**src/rtl/bist_pkg.sv**
```systemverilog
// Shared types and constants for the BIST session controller.
package bist_pkg;

  typedef enum logic [2:0] {
    IDLE    = 3'd0,
    INIT    = 3'd1,
    RUN     = 3'd2,
    FLUSH   = 3'd3,
    COMPARE = 3'd4,
    DONE    = 3'd5
  } bist_state_t;

  localparam int N_DEF     = 8;
  localparam int CNT_W_DEF = 16;
  localparam int LAT_MAX   = 15;
  localparam int FLUSH_W   = 4;

  function automatic logic is_busy(input bist_state_t s);
    logic b;
    case (s)
      INIT, RUN, FLUSH, COMPARE: b = 1'b1;
      default:                   b = 1'b0;
    endcase
    return b;
  endfunction

endpackage

```
**src/rtl/bist_down_counter.sv**
```systemverilog
// Loadable down counter with zero/one flags; saturates at zero instead of wrapping.
module bist_down_counter #(
  parameter int W = 16
) (
  input  logic         clk,
  input  logic         rst,
  input  logic         load_i,
  input  logic [W-1:0] load_val_i,
  input  logic         dec_i,
  output logic         zero_o,
  output logic         one_o
);

  logic [W-1:0] cnt_q, cnt_d;

  // Next count: load wins over decrement.
  always_comb begin
    cnt_d = cnt_q;
    if (load_i) begin
      cnt_d = load_val_i;
    end else if (dec_i && (cnt_q != {W{1'b0}})) begin
      cnt_d = cnt_q - {{(W-1){1'b0}}, 1'b1};
    end else begin
      cnt_d = cnt_q;
    end
  end

  // Count register.
  always_ff @(posedge clk or posedge rst) begin
    if (rst) begin
      cnt_q <= {W{1'b0}};
    end else begin
      cnt_q <= cnt_d;
    end
  end

  assign zero_o = (cnt_q == {W{1'b0}});
  assign one_o  = (cnt_q == {{(W-1){1'b0}}, 1'b1});

endmodule

```
**src/rtl/bist_controller.sv**
```systemverilog
// BIST session sequencer: INIT -> RUN -> FLUSH -> COMPARE -> DONE with registered outputs.
// Optional BIST_SIG_CAPTURE_EN adds the captured_sig output.
module bist_controller
  import bist_pkg::*;
#(
  parameter int N     = N_DEF,
  parameter int CNT_W = CNT_W_DEF,
  parameter int LAT   = 2
) (
  input  logic             clk,
  input  logic             rst,
  input  logic             start,
  input  logic             abort,
  input  logic [CNT_W-1:0] num_patterns,
  input  logic [N-1:0]     golden_sig,
  input  logic [N-1:0]     signature,
  output logic             init,
  output logic             tpg_en,
  output logic             misr_en,
  output logic             test_mode,
  output logic             busy,
  output logic             done,
  output logic             pass
`ifdef BIST_SIG_CAPTURE_EN
  ,
  output logic [N-1:0]     captured_sig
`endif
);

  localparam logic [FLUSH_W-1:0] LAT_V = LAT[FLUSH_W-1:0];

  bist_state_t state_q, state_d;
  logic pat_zero, pat_one, fl_zero, fl_one;
  logic abort_take, start_take;
  logic init_q, tpg_q, misr_q, tm_q, busy_q, done_q, pass_q, pass_r_q;
  logic init_d, tpg_d, misr_d, tm_d, busy_d, done_d, pass_d, pass_r_d;

  // Abort+start in DONE returns to IDLE; abort alone there is ignored.
  assign abort_take = abort && (is_busy(state_q) || ((state_q == DONE) && start));
  assign start_take = start && !abort_take && ((state_q == IDLE) || (state_q == DONE));

  bist_down_counter #(.W(CNT_W)) u_pat_cnt (
    .clk(clk), .rst(rst),
    .load_i(start_take), .load_val_i(num_patterns),
    .dec_i(state_q == RUN),
    .zero_o(pat_zero), .one_o(pat_one)
  );

  bist_down_counter #(.W(FLUSH_W)) u_flush_cnt (
    .clk(clk), .rst(rst),
    .load_i(state_q != FLUSH), .load_val_i(LAT_V),
    .dec_i(state_q == FLUSH),
    .zero_o(fl_zero), .one_o(fl_one)
  );

  // Next-state logic.
  always_comb begin
    state_d = state_q;
    case (state_q)
      IDLE:    state_d = start ? INIT : IDLE;
      INIT: begin
        if (!pat_zero)     state_d = RUN;
        else if (LAT != 0) state_d = FLUSH;
        else               state_d = COMPARE;
      end
      RUN: begin
        if (!pat_one)      state_d = RUN;
        else if (LAT != 0) state_d = FLUSH;
        else               state_d = COMPARE;
      end
      FLUSH:   state_d = (fl_one || fl_zero) ? COMPARE : FLUSH;
      COMPARE: state_d = DONE;
      DONE:    state_d = start ? INIT : DONE;
      default: state_d = IDLE;
    endcase
    if (abort_take) begin
      state_d = IDLE;
    end else begin
      state_d = state_d;
    end
  end

  // Output decode from the upcoming state; done/pass trail DONE entry by one cycle.
  always_comb begin
    init_d   = (state_d == INIT);
    tpg_d    = (state_d == RUN);
    misr_d   = (state_d == RUN) || (state_d == FLUSH);
    tm_d     = is_busy(state_d);
    busy_d   = is_busy(state_d);
    done_d   = (state_q == DONE) && (state_d == DONE);
    pass_d   = done_d && pass_r_q;
    pass_r_d = pass_r_q;
    if (abort_take) begin
      pass_r_d = 1'b0;
    end else if (state_q == COMPARE) begin
      pass_r_d = (signature == golden_sig);
    end else begin
      pass_r_d = pass_r_q;
    end
  end

  // State and output registers.
  always_ff @(posedge clk or posedge rst) begin
    if (rst) begin
      state_q  <= IDLE;
      init_q   <= 1'b0;
      tpg_q    <= 1'b0;
      misr_q   <= 1'b0;
      tm_q     <= 1'b0;
      busy_q   <= 1'b0;
      done_q   <= 1'b0;
      pass_q   <= 1'b0;
      pass_r_q <= 1'b0;
    end else begin
      state_q  <= state_d;
      init_q   <= init_d;
      tpg_q    <= tpg_d;
      misr_q   <= misr_d;
      tm_q     <= tm_d;
      busy_q   <= busy_d;
      done_q   <= done_d;
      pass_q   <= pass_d;
      pass_r_q <= pass_r_d;
    end
  end

  assign init      = init_q;
  assign tpg_en    = tpg_q;
  assign misr_en   = misr_q;
  assign test_mode = tm_q;
  assign busy      = busy_q;
  assign done      = done_q;
  assign pass      = pass_q;

`ifdef BIST_SIG_CAPTURE_EN
  logic [N-1:0] cap_q, cap_d;

  // Signature snapshot taken in COMPARE, held until abort or the next COMPARE.
  always_comb begin
    if (abort_take) begin
      cap_d = {N{1'b0}};
    end else if (state_q == COMPARE) begin
      cap_d = signature;
    end else begin
      cap_d = cap_q;
    end
  end

  // Capture register.
  always_ff @(posedge clk or posedge rst) begin
    if (rst) begin
      cap_q <= {N{1'b0}};
    end else begin
      cap_q <= cap_d;
    end
  end

  assign captured_sig = cap_q;
`endif

endmodule

```
**config.mk**
```make
export PLATFORM = sky130hd
export DESIGN_NAME = bist_controller
export DESIGN_NICKNAME = d
export VERILOG_FILES = /design/src/rtl/bist_pkg.sv /design/src/rtl/bist_down_counter.sv /design/src/rtl/bist_controller.sv
export SDC_FILE = /design/constraint.sdc
export NUM_CORES = 1
export LEC_CHECK = 0
export BUFFER_PORTS_ARGS = -buffer_cell sky130_fd_sc_hd__buf_2
export CAP_MARGIN = 30
export CORE_ASPECT_RATIO = 1.25
export CORE_MARGIN = 8
export CORE_UTILIZATION = 50
export DETAILED_ROUTE_END_ITERATION = 16
export PLACE_DENSITY = 0.85
export SLEW_MARGIN = 20
export SYNTH_ARGS = -nofsm -noshare
export SYNTH_HDL_FRONTEND = slang
export SYNTH_HIERARCHICAL = 1
export SYNTH_SLANG_ARGS = --single-unit
```
**constraint.sdc**
```tcl
create_clock -name clk -period 4.35 [get_ports clk]
set_clock_uncertainty 0.1 [all_clocks]
set_input_delay 0.87 -clock clk [delete_from_list [all_inputs] [get_ports clk]]
set_output_delay 0.87 -clock clk [all_outputs]
set_load 0.005 [all_outputs]
```
==> summary.txt, run 1 <==
Run status
  • Status: finished clean

Clock tree
  • CTS Buf Count: 5
  • Post-CTS Setup Repair Bufs: 0
  • CTS-repair resized insts: 0
  • Clock transition at path regs: 0.06 ns
  • Clk root buf: clkbuf_8
  • CTS tree: yes
  • Clock sink count: 30
  • Post-CTS Hold Buffers: 0
  • Max clock buf depth: 2
  • CTS HTree Levels: 2
  • Latest clock arrival within the worst-skew pair: 0.28 ns

Final layout
  • Area Growth Syn to Fin: 17.52%
  • Post-route cell area: 0.002384 sq mm
  • Final net count: 291
  • # diodes: 0
  • Fin cells: 307
  • Layout cells sized above 1: 0.2789

Timing
  • Sum Neg Setup Slack: 0 ns
  • # setup viols final: 0
  • Tightest Pin Transition: 0.6571 ns
  • Unrepaired setup endpoints after global routing: no
  • Slew Limit Fails: 0
  • Final worst-path cycle share: 0.8283
  • Fin crit period: 3.603 ns
  • Hold Slack: 0.3858 ns
  • Final Hold Viols: 0
  • Slew HR: 0.5614
  • Fmax: 0.2775 GHz

GRT
  • Initial antenna violation count: 0
  • First-pass GRT wire length: 8.059 mm
  • Number of global-route vias before repair: 1,733
  • Largest net degree at the start of global routing: 29
  • GRT Overall Usage: 0.1622
  • Gr ovfl total: 0

Setup path
  • Critical path class: register to register
  • R2R setup slack: 0.75 ns
  • R2R Path End: u_pat_cnt/cnt_q[9]
  • FF-to-FF path depth: 10
  • Crit. Startpoint: u_pat_cnt/cnt_q[11]
  • Worst r2r src: u_pat_cnt/cnt_q[11]
  • Startpoint types: register
  • CP arrival: 3.68 ns
  • Max FO, Critical Path: 28
  • CP required: 4.42 ns
  • CP Capture Type: register

Yosys
  • Synth top area share: 0.3701
  • EDFF count, synth: 0
  • Area contributors post-synth: dfrtp_1 37%, xnor2_1 3.5%, ha_1 2.5%
  • Most used standard cell by instance count after synthesis: dfrtp_1
  • Synthesized cell area: 0.002028 sq mm
  • Area leader, netlist: dfrtp_1
  • Post-synthesis sequential area ratio: 0.3701
  • Yosys Warn Count: 6
  • Flops & latches, synth: 30
  • Synth async-reset ratio: 1.000
  • Distinct cells, synth: 64
  • Top_reg_cell synth: dfrtp_1
  • Mapped Cells: 208
  • Most frequent cells after synthesis: 30 x dfrtp_1, 12 x inv_1, 12 x nand2_1
  • Synthesized area per cell: 9.751 sq um

Detailed routing
  • Antenna viol nets, final: 0
  • Initial DRC Count: 180
  • Detailed-route via count: 1,740
  • DR WL/cell: 15.34 um
  • DR DRC count: 0
  • First drt pass iteration count: 4
  • Vias per cell: 5.668
  • Total wire length: 4.708 mm

Placement
  • Post-DP Area: 0.002271 sq mm
  • Port bufs: 42
  • Hpwl dp: 3.599 mm
  • Dpl cells: 300
  • Routability cong.: 0.8562

Floorplanning
  • Die width: 72.97 um
  • I/O pin count: 43
  • Placeable Area: 0.004001 sq mm
  • Vert. Die Dim: 87.21 um
  • Initial Util: 0.5069
  • Row count: 26
  • Die area: 0.006363 sq mm

Pwr
  • Lkg Pwr: 1.041 nW
  • Clk pwr share: 0.209
  • VDD IR-drop max: 0.2456 mV
  • Combinational share of power: 0.411
  • Sw Ratio: 0.3871
  • Pint: 0.8378 mW
  • Sequential power share: 0.380
  • Power per cell area: 573.5 mW/mm^2
  • Sw power: 0.5291 mW
  • Power Total: 1.367 mW

Job
  • Max-Cap Viols: 0

Worst hold path
  • HP Class: input pin to async pin
==> kinds of logic (layout without fill, tap and decap cells) <==
| logic type | count (synthesis) | in the layout | synth area share |
|---|---|---|---|
| mux | 1 | 1 | 0.005552 |
| other cells | 2 | 4 | 0.003703 |
| fa+ha+maj | 4 | 4 | 0.02468 |
| xor+xnor | 8 | 8 | 0.03455 |
| compound gates | 56 | 56 | 0.2246 |
| flops | 30 | 30 | 0.3701 |
| simple gates | 85 | 85 | 0.2869 |
| buf+inv | 22 | 63 | 0.04997 |
==> power groups by stage <==
stage	clock [mW]	combinational [mW]	sequential, mW
finish	0.286	0.562	0.519
global route	0.308	0.625	0.538
CTS	0.295	0.566	0.514
detailed placement	0	0.563	0.517
global placement	0	0.545	0.511
floorplan	0	0.470	0.479
==> through the flow <==
step / utilization / worst slack, ns
CTS: 0.5957 / 0.7632
finish: 0.5957 / 0.7470
detailed placement: 0.5675 / 0.7664
floorplan: - / 1.151
global placement: 0.5675 / 0.8600
global route: 0.5957 / 0.5490
==> registers in the layout, summed over array words and instances (netlist names) <==
signal	flops
pass	1
done	1
pass_r_q	1
misr_en	1
u_pat_cnt/cnt_q	16
busy	1
init	1
tpg_en	1
u_flush_cnt/cnt_q	4
state_q	3
==> how the worst max path moves through the flow <==
| stage | endpoint | depth (start not counted) | slack, ns |
|---|---|---|---|
| after detailed placement | u_pat_cnt/cnt_q[9] | 12 | 0.77 |
| after global placement | u_pat_cnt/cnt_q[9] | 10 | 0.86 |
| after CTS | u_pat_cnt/cnt_q[9] | 10 | 0.76 |
| after global routing | u_pat_cnt/cnt_q[9] | 10 | 0.55 |
| after floorplan | u_pat_cnt/cnt_q[12] | 11 | 1.15 |
| final | u_pat_cnt/cnt_q[9] | 10 | 0.75 |
==> metal layers <==
metal	vias up	wire, um	global-route usage
met2	69	2414	0.2732
met5	-	0	0
met1	802	1854	0.1781
met3	10	350	0.05300
met4	0	87	0.07664
li1	859	-	-
==> placed cells by master (no fill, tap or decap), types with 4 or more instances in the layout <==
cell type / n
and2_1: 4
nand4_1: 4
nand2_1: 12
a21oi_1: 9
nor2b_1: 4
nor3_1: 5
clkbuf_8: 6
inv_1: 12
nor2_1: 9
nand3_1: 4
a31oi_1: 4
conb_1: 4
o21a_1: 4
a221o_1: 4
o21ai_1: 6
ha_1: 4
or3_1: 6
nor3b_1: 5
buf_2: 42
dfrtp_1: 30
xnor2_1: 8
==> area by class of cell <==
cell class,count,area (sq um)
inverters,13,48.80
flip-flops and latches,30,750.7
fillers,363,1618
multi-input cells,158,1184
repair buffers,43,217.7
clock inverters,1,30.03
well taps,56,70.07
clock buffers,6,82.58
==> critical path, cell delays in order, from the launching register on <==
cell and delay, ns:
dfrtp_1 0.44, or4_1 0.72, nor4_4 0.50, mux2_1 0.23, o21bai_2 0.07, o2bb2a_4 0.24, and3b_1 0.15, buf_4 0.27
inv_1 0.28, o311a_1 0.21, a211o_1 0.26
Note: power is estimated with default switching activity, not from simulation.
==> run 2, diff against run 1 <==
clock period = 3.48 ns   (was 4.35 ns; I/O delays follow)
==> summary.txt, run 2 (synthesized netlist as in run 1, its figures left out) <==
Run status
  • Status: finished clean

Timing
  • Fin crit period: 3.118 ns
  • Tightest Pin Transition: 0.6357 ns
  • Fmax: 0.3208 GHz
  • Final Hold Viols: 0
  • Slew Limit Fails: 0
  • Setup slack after layout: 0.3623 ns
  • Sum Neg Setup Slack: 0 ns
  • Slew HR: 0.5757
  • # setup viols final: 0
  • Unrepaired setup endpoints after global routing: no
  • Final worst-path cycle share: 0.8959

Final layout
  • Most common cell after layout, fill and taps aside: buf_2
  • # diodes: 0
  • Most frequent cells in the layout: 42 x buf_2, 30 x dfrtp_1, 12 x nand2_1, 12 x inv_1
  • Biggest regs: u_pat_cnt/cnt_q: 16 flops, u_flush_cnt/cnt_q: 4 flops, state_q: 3 flops
  • Area Growth Syn to Fin: 17.77%
  • Max reg flops: 16
  • Biggest register: u_pat_cnt/cnt_q
  • Layout cells sized above 1: 0.2902
  • Final net count: 294

Clock tree
  • CTS HTree Levels: 2
  • Latest clock arrival within the worst-skew pair: 0.29 ns
  • CTS tree: yes
  • CTS Buf Count: 5
  • Max clock buf depth: 2
  • Post-CTS Setup Repair Bufs: 0
  • Clock sink count: 30
  • CTS-repair resized insts: 0
  • Clock transition at path regs: 0.07 ns
  • Clk root buf: clkbuf_8
  • Post-CTS Hold Buffers: 0

Setup path
  • CP arrival: 3.24 ns
  • Critical path class: register to register
  • CP Capture Type: register
  • Max FO, Critical Path: 27
  • Worst r2r src: u_flush_cnt/cnt_q[0]
  • Crit. Startpoint: u_flush_cnt/cnt_q[0]
  • Startpoint types: register
  • CP required: 3.61 ns

Detailed routing
  • Initial DRC Count: 132
  • First drt pass iteration count: 4
  • Total wire length: 4.746 mm
  • DR WL/cell: 15.26 um
  • DR DRC count: 0
  • Detailed-route via count: 1,754
  • Vias per cell: 5.640
  • Antenna viol nets, final: 0

GRT
  • Initial antenna violation count: 0
  • Gr ovfl total: 0
  • First-pass GRT wire length: 8.114 mm
  • Number of global-route vias before repair: 1,846
  • Largest net degree at the start of global routing: 28
  • GRT Overall Usage: 0.1595

Placement
  • Routability cong.: 0.9000
  • Hpwl dp: 3.622 mm
  • Port bufs: 42
  • Placement Setup Slack: 0.3907 ns

Floorplanning
  • Row count: 26
  • Vert. Die Dim: 87.21 um
  • Die area: 0.006363 sq mm
  • I/O pin count: 43
  • Initial Util: 0.5069
  • Placeable Area: 0.004001 sq mm
  • Die width: 72.97 um

Job
  • Max-Cap Viols: 0

Pwr
  • Lkg Pwr: 1.047 nW
  • Power per cell area: 692.6 mW/mm^2
  • VDD IR-drop max: 0.2386 mV

Worst hold path
  • HP Class: input pin to async pin
==> run 2: cell types whose count changed in the layout (fill, tap and decap cells not counted) <==
cell | previous run | this run
buf_4 | 1 | 4
bufinv_16 | 1 | 0
clkinv_2 | 0 | 1
clkinvlp_4 | 0 | 1
==> run 2: metrics by stage <==
stage / hold WS (ns) / cells / utilization / cell area (sq um) / total power, mW
after CTS: 0.2064 / 311 / 0.5969 / 2389 / 1.657
final: 0.2110 / 311 / 0.5969 / 2389 / 1.654
after global placement: 0.4083 / 303 / 0.5732 / 2293 / 1.330
after global routing: 0.2246 / 311 / 0.5969 / 2389 / 1.777
after detailed placement: 0.4036 / 303 / 0.5732 / 2293 / 1.357
after floorplan: 0.3621 / 210 / - / 2036 / 1.186
==> run 2: worst max-delay path: stages, from the launching register on <==
cell and delay (ns):
dfrtp_1 0.39, inv_1 0.10, ha_1 0.25, or3b_4 0.26, clkinv_1 0.10, o21a_1 0.26
a2111oi_4 0.50, and3b_1 0.24, buf_4 0.22, or4b_1 0.54, nand3_1 0.09
==> run 2: layout make-up <==
class                      count  area (sq um)
inverter                      13         48.80
sequential                    30         750.7
clock inverter                 2         12.51
tap                           56         70.07
timing repair buffer          46         240.2
fill                         375          1613
clock buffer                   6         82.58
multi-input combinational    158          1184
==> run 2: routing by layer <==
metal,part of all wire,vias up,track usage
met5,0,-,0
met4,0.018,0,0.06204
met3,0.061,10,0.04839
met2,0.52,63,0.2871
met1,0.40,815,0.1669
li1,-,866,-
==> run 2: report_power, final <==
part / internal (mW) / leakage (nW) / total (mW) / switching (mW)
logic: 0.344 / 0.634 / 0.710 / 0.365
clock network: 0.159 / 0.0472 / 0.293 / 0.135
registers: 0.481 / 0.366 / 0.651 / 0.171
total: 0.984 / 1.05 / 1.65 / 0.671
==> run 2: path summary, 6_finish.rpt <==
| kind | end | slack, ns | cells after the start |
|---|---|---|---|
| max | u_pat_cnt/cnt_q[15] | 0.36 | 10 |
| min reg2reg | pass | 0.41 | 1 |
| min in group clk | pass | 0.41 | 1 |
| max reg2reg | u_pat_cnt/cnt_q[15] | 0.36 | 10 |
| max in group asynchronous | u_pat_cnt/cnt_q[1] | 2.46 | 2 |
| min | u_flush_cnt/cnt_q[0] | 0.21 | 2 |
==> run 3, diff against run 2 <==
CORE_MARGIN = 3   (was 8)
==> summary.txt, run 3 (synthesized netlist as in run 1, its figures left out) <==
Timing
  • Unrepaired setup endpoints after global routing: no
  • Fmax: 0.3125 GHz
  • Tightest Pin Transition: 0.6424 ns
  • Final Hold Viols: 0
  • # setup viols final: 0
  • Fin crit period: 3.200 ns
  • Slew Limit Fails: 0
  • Slew HR: 0.5712
  • Final worst-path cycle share: 0.9195
  • Sum Neg Setup Slack: 0 ns

Final layout
  • Multi-input gate area: 0.001187 sq mm
  • Layout cells sized above 1: 0.2941
  • Reg area: 750.7 sq um
  • Biggest regs: u_pat_cnt/cnt_q: 16 flops, u_flush_cnt/cnt_q: 4 flops, state_q: 3 flops
  • Most frequent cells in the layout: 42 x buf_2, 30 x dfrtp_1, 12 x nand2_1, 12 x inv_1
  • Biggest register: u_pat_cnt/cnt_q
  • # diodes: 0
  • Most common cell after layout, fill and taps aside: buf_2
  • Final net count: 294
  • Layout fillers: 333
  • Max reg flops: 16
  • Post-route cell area: 0.002437 sq mm
  • Area Growth Syn to Fin: 20.17%

Job
  • Max-Cap Viols: 0

Placement
  • Hpwl dp: 3.478 mm
  • Routability cong.: 0.8699
  • Post-DP Area: 0.002291 sq mm
  • Port bufs: 42

Setup path
  • CP arrival: 3.27 ns
  • CP Capture Type: register
  • Startpoint types: register
  • Critical path class: register to register
  • Crit. Startpoint: u_pat_cnt/cnt_q[6]
  • R2R Path End: u_pat_cnt/cnt_q[9]
  • R2R setup slack: 0.28 ns
  • FF-to-FF path depth: 10
  • Max FO, Critical Path: 15
  • CP required: 3.55 ns
  • Worst r2r src: u_pat_cnt/cnt_q[6]

GRT
  • Largest net degree at the start of global routing: 28
  • First-pass GRT wire length: 7.859 mm
  • Initial antenna violation count: 0
  • Gr ovfl total: 0
  • GRT Overall Usage: 0.2047
  • Number of global-route vias before repair: 1,736

Floorplanning
  • Die area: 0.004861 sq mm
  • Placeable Area: 0.003847 sq mm
  • Row count: 25
  • Die width: 62.97 um
  • Vert. Die Dim: 77.21 um
  • I/O pin count: 43
  • Initial Util: 0.5272

Clock tree
  • Post-CTS Hold Buffers: 0
  • Latest clock arrival within the worst-skew pair: 0.29 ns
  • Post-CTS Setup Repair Bufs: 0
  • CTS HTree Levels: 2
  • Clock sink count: 30
  • Clk root buf: clkbuf_8
  • Max clock buf depth: 2
  • Clock transition at path regs: 0.07 ns
  • CTS Buf Count: 5
  • CTS tree: yes

Detailed routing
  • Detailed-route via count: 1,785
  • First drt pass iteration count: 4
  • Total wire length: 4.720 mm
  • DR WL/cell: 15.28 um
  • Antenna viol nets, final: 0
  • DR DRC count: 0
  • Vias per cell: 5.777
  • Initial DRC Count: 122

Pwr
  • Lkg Pwr: 1.073 nW
  • Power per cell area: 749.1 mW/mm^2
  • Power Total: 1.826 mW
  • VDD IR-drop max: 0.3111 mV

Run status
  • Status: finished clean

Worst hold path
  • HP Class: input pin to async pin
run 3: worst max path at each step:
stage                                endpoint  slack [ns]  cells past startpoint
after CTS                  u_pat_cnt/cnt_q[9]        0.25                     10
after global placement    u_pat_cnt/cnt_q[15]        0.47                     10
after detailed placement   u_pat_cnt/cnt_q[9]        0.30                     10
after global routing       u_pat_cnt/cnt_q[4]        0.07                     11
final                      u_pat_cnt/cnt_q[9]        0.28                     10
after floorplan           u_pat_cnt/cnt_q[12]        0.28                     11
run 3: layout make-up:
class	count	share of cell area
clock buffer	6	0.03388
clock inverter	2	0.02464
inverter	13	0.02002
multi-input combinational	158	0.4872
sequential	30	0.3080
tap	54	0.02772
timing repair buffer	46	0.09856
run 3: per-layer routing:
| metal | global-route usage | wire length, um | vias to the layer above |
|---|---|---|---|
| met4 | 0.1060 | 123 | 0 |
| met5 | 0 | 0 | - |
| met3 | 0.04978 | 284 | 13 |
| li1 | - | - | 866 |
| met2 | 0.3664 | 2583 | 60 |
| met1 | 0.2191 | 1728 | 846 |
run 3: stage by stage:
step / utilization / hold WS (ns) / worst slack, ns / instances
6_report: 0.6335 / 0.2096 / 0.2802 / 309
4_1_cts: 0.6325 / 0.2038 / 0.2537 / 309
2_1_floorplan: - / 0.3621 / 0.2805 / 210
3_3_place_gp: 0.5954 / 0.3973 / 0.4688 / 301
3_5_place_dp: 0.5954 / 0.4007 / 0.2999 / 301
5_1_grt: 0.6335 / 0.2101 / 0.06834 / 309
run 3: power breakdown:
part | leakage, nW | switching, mW | internal, mW
combinational | 0.635 | 0.381 | 0.349
clock | 0.0714 | 0.142 | 0.305
sequential | 0.366 | 0.169 | 0.480
total | 1.07 | 0.691 | 1.13
run 3: worst max-delay path, cell delays in order (launching register included):
cell and delay [ns]:
dfrtp_1 0.43, or4_4 0.62, nor4_4 0.34, and3_1 0.20, and2b_1 0.12, o21ai_1 0.10
o2bb2a_4 0.26, and3b_1 0.19, inv_1 0.23, o311a_1 0.21, a211o_1 0.27
run 3: what timing repair did:
action	in CTS	in global routing
resized for setup	0	1
endpoints found under the setup margin	0	1
hold endpoints to repair	0	0
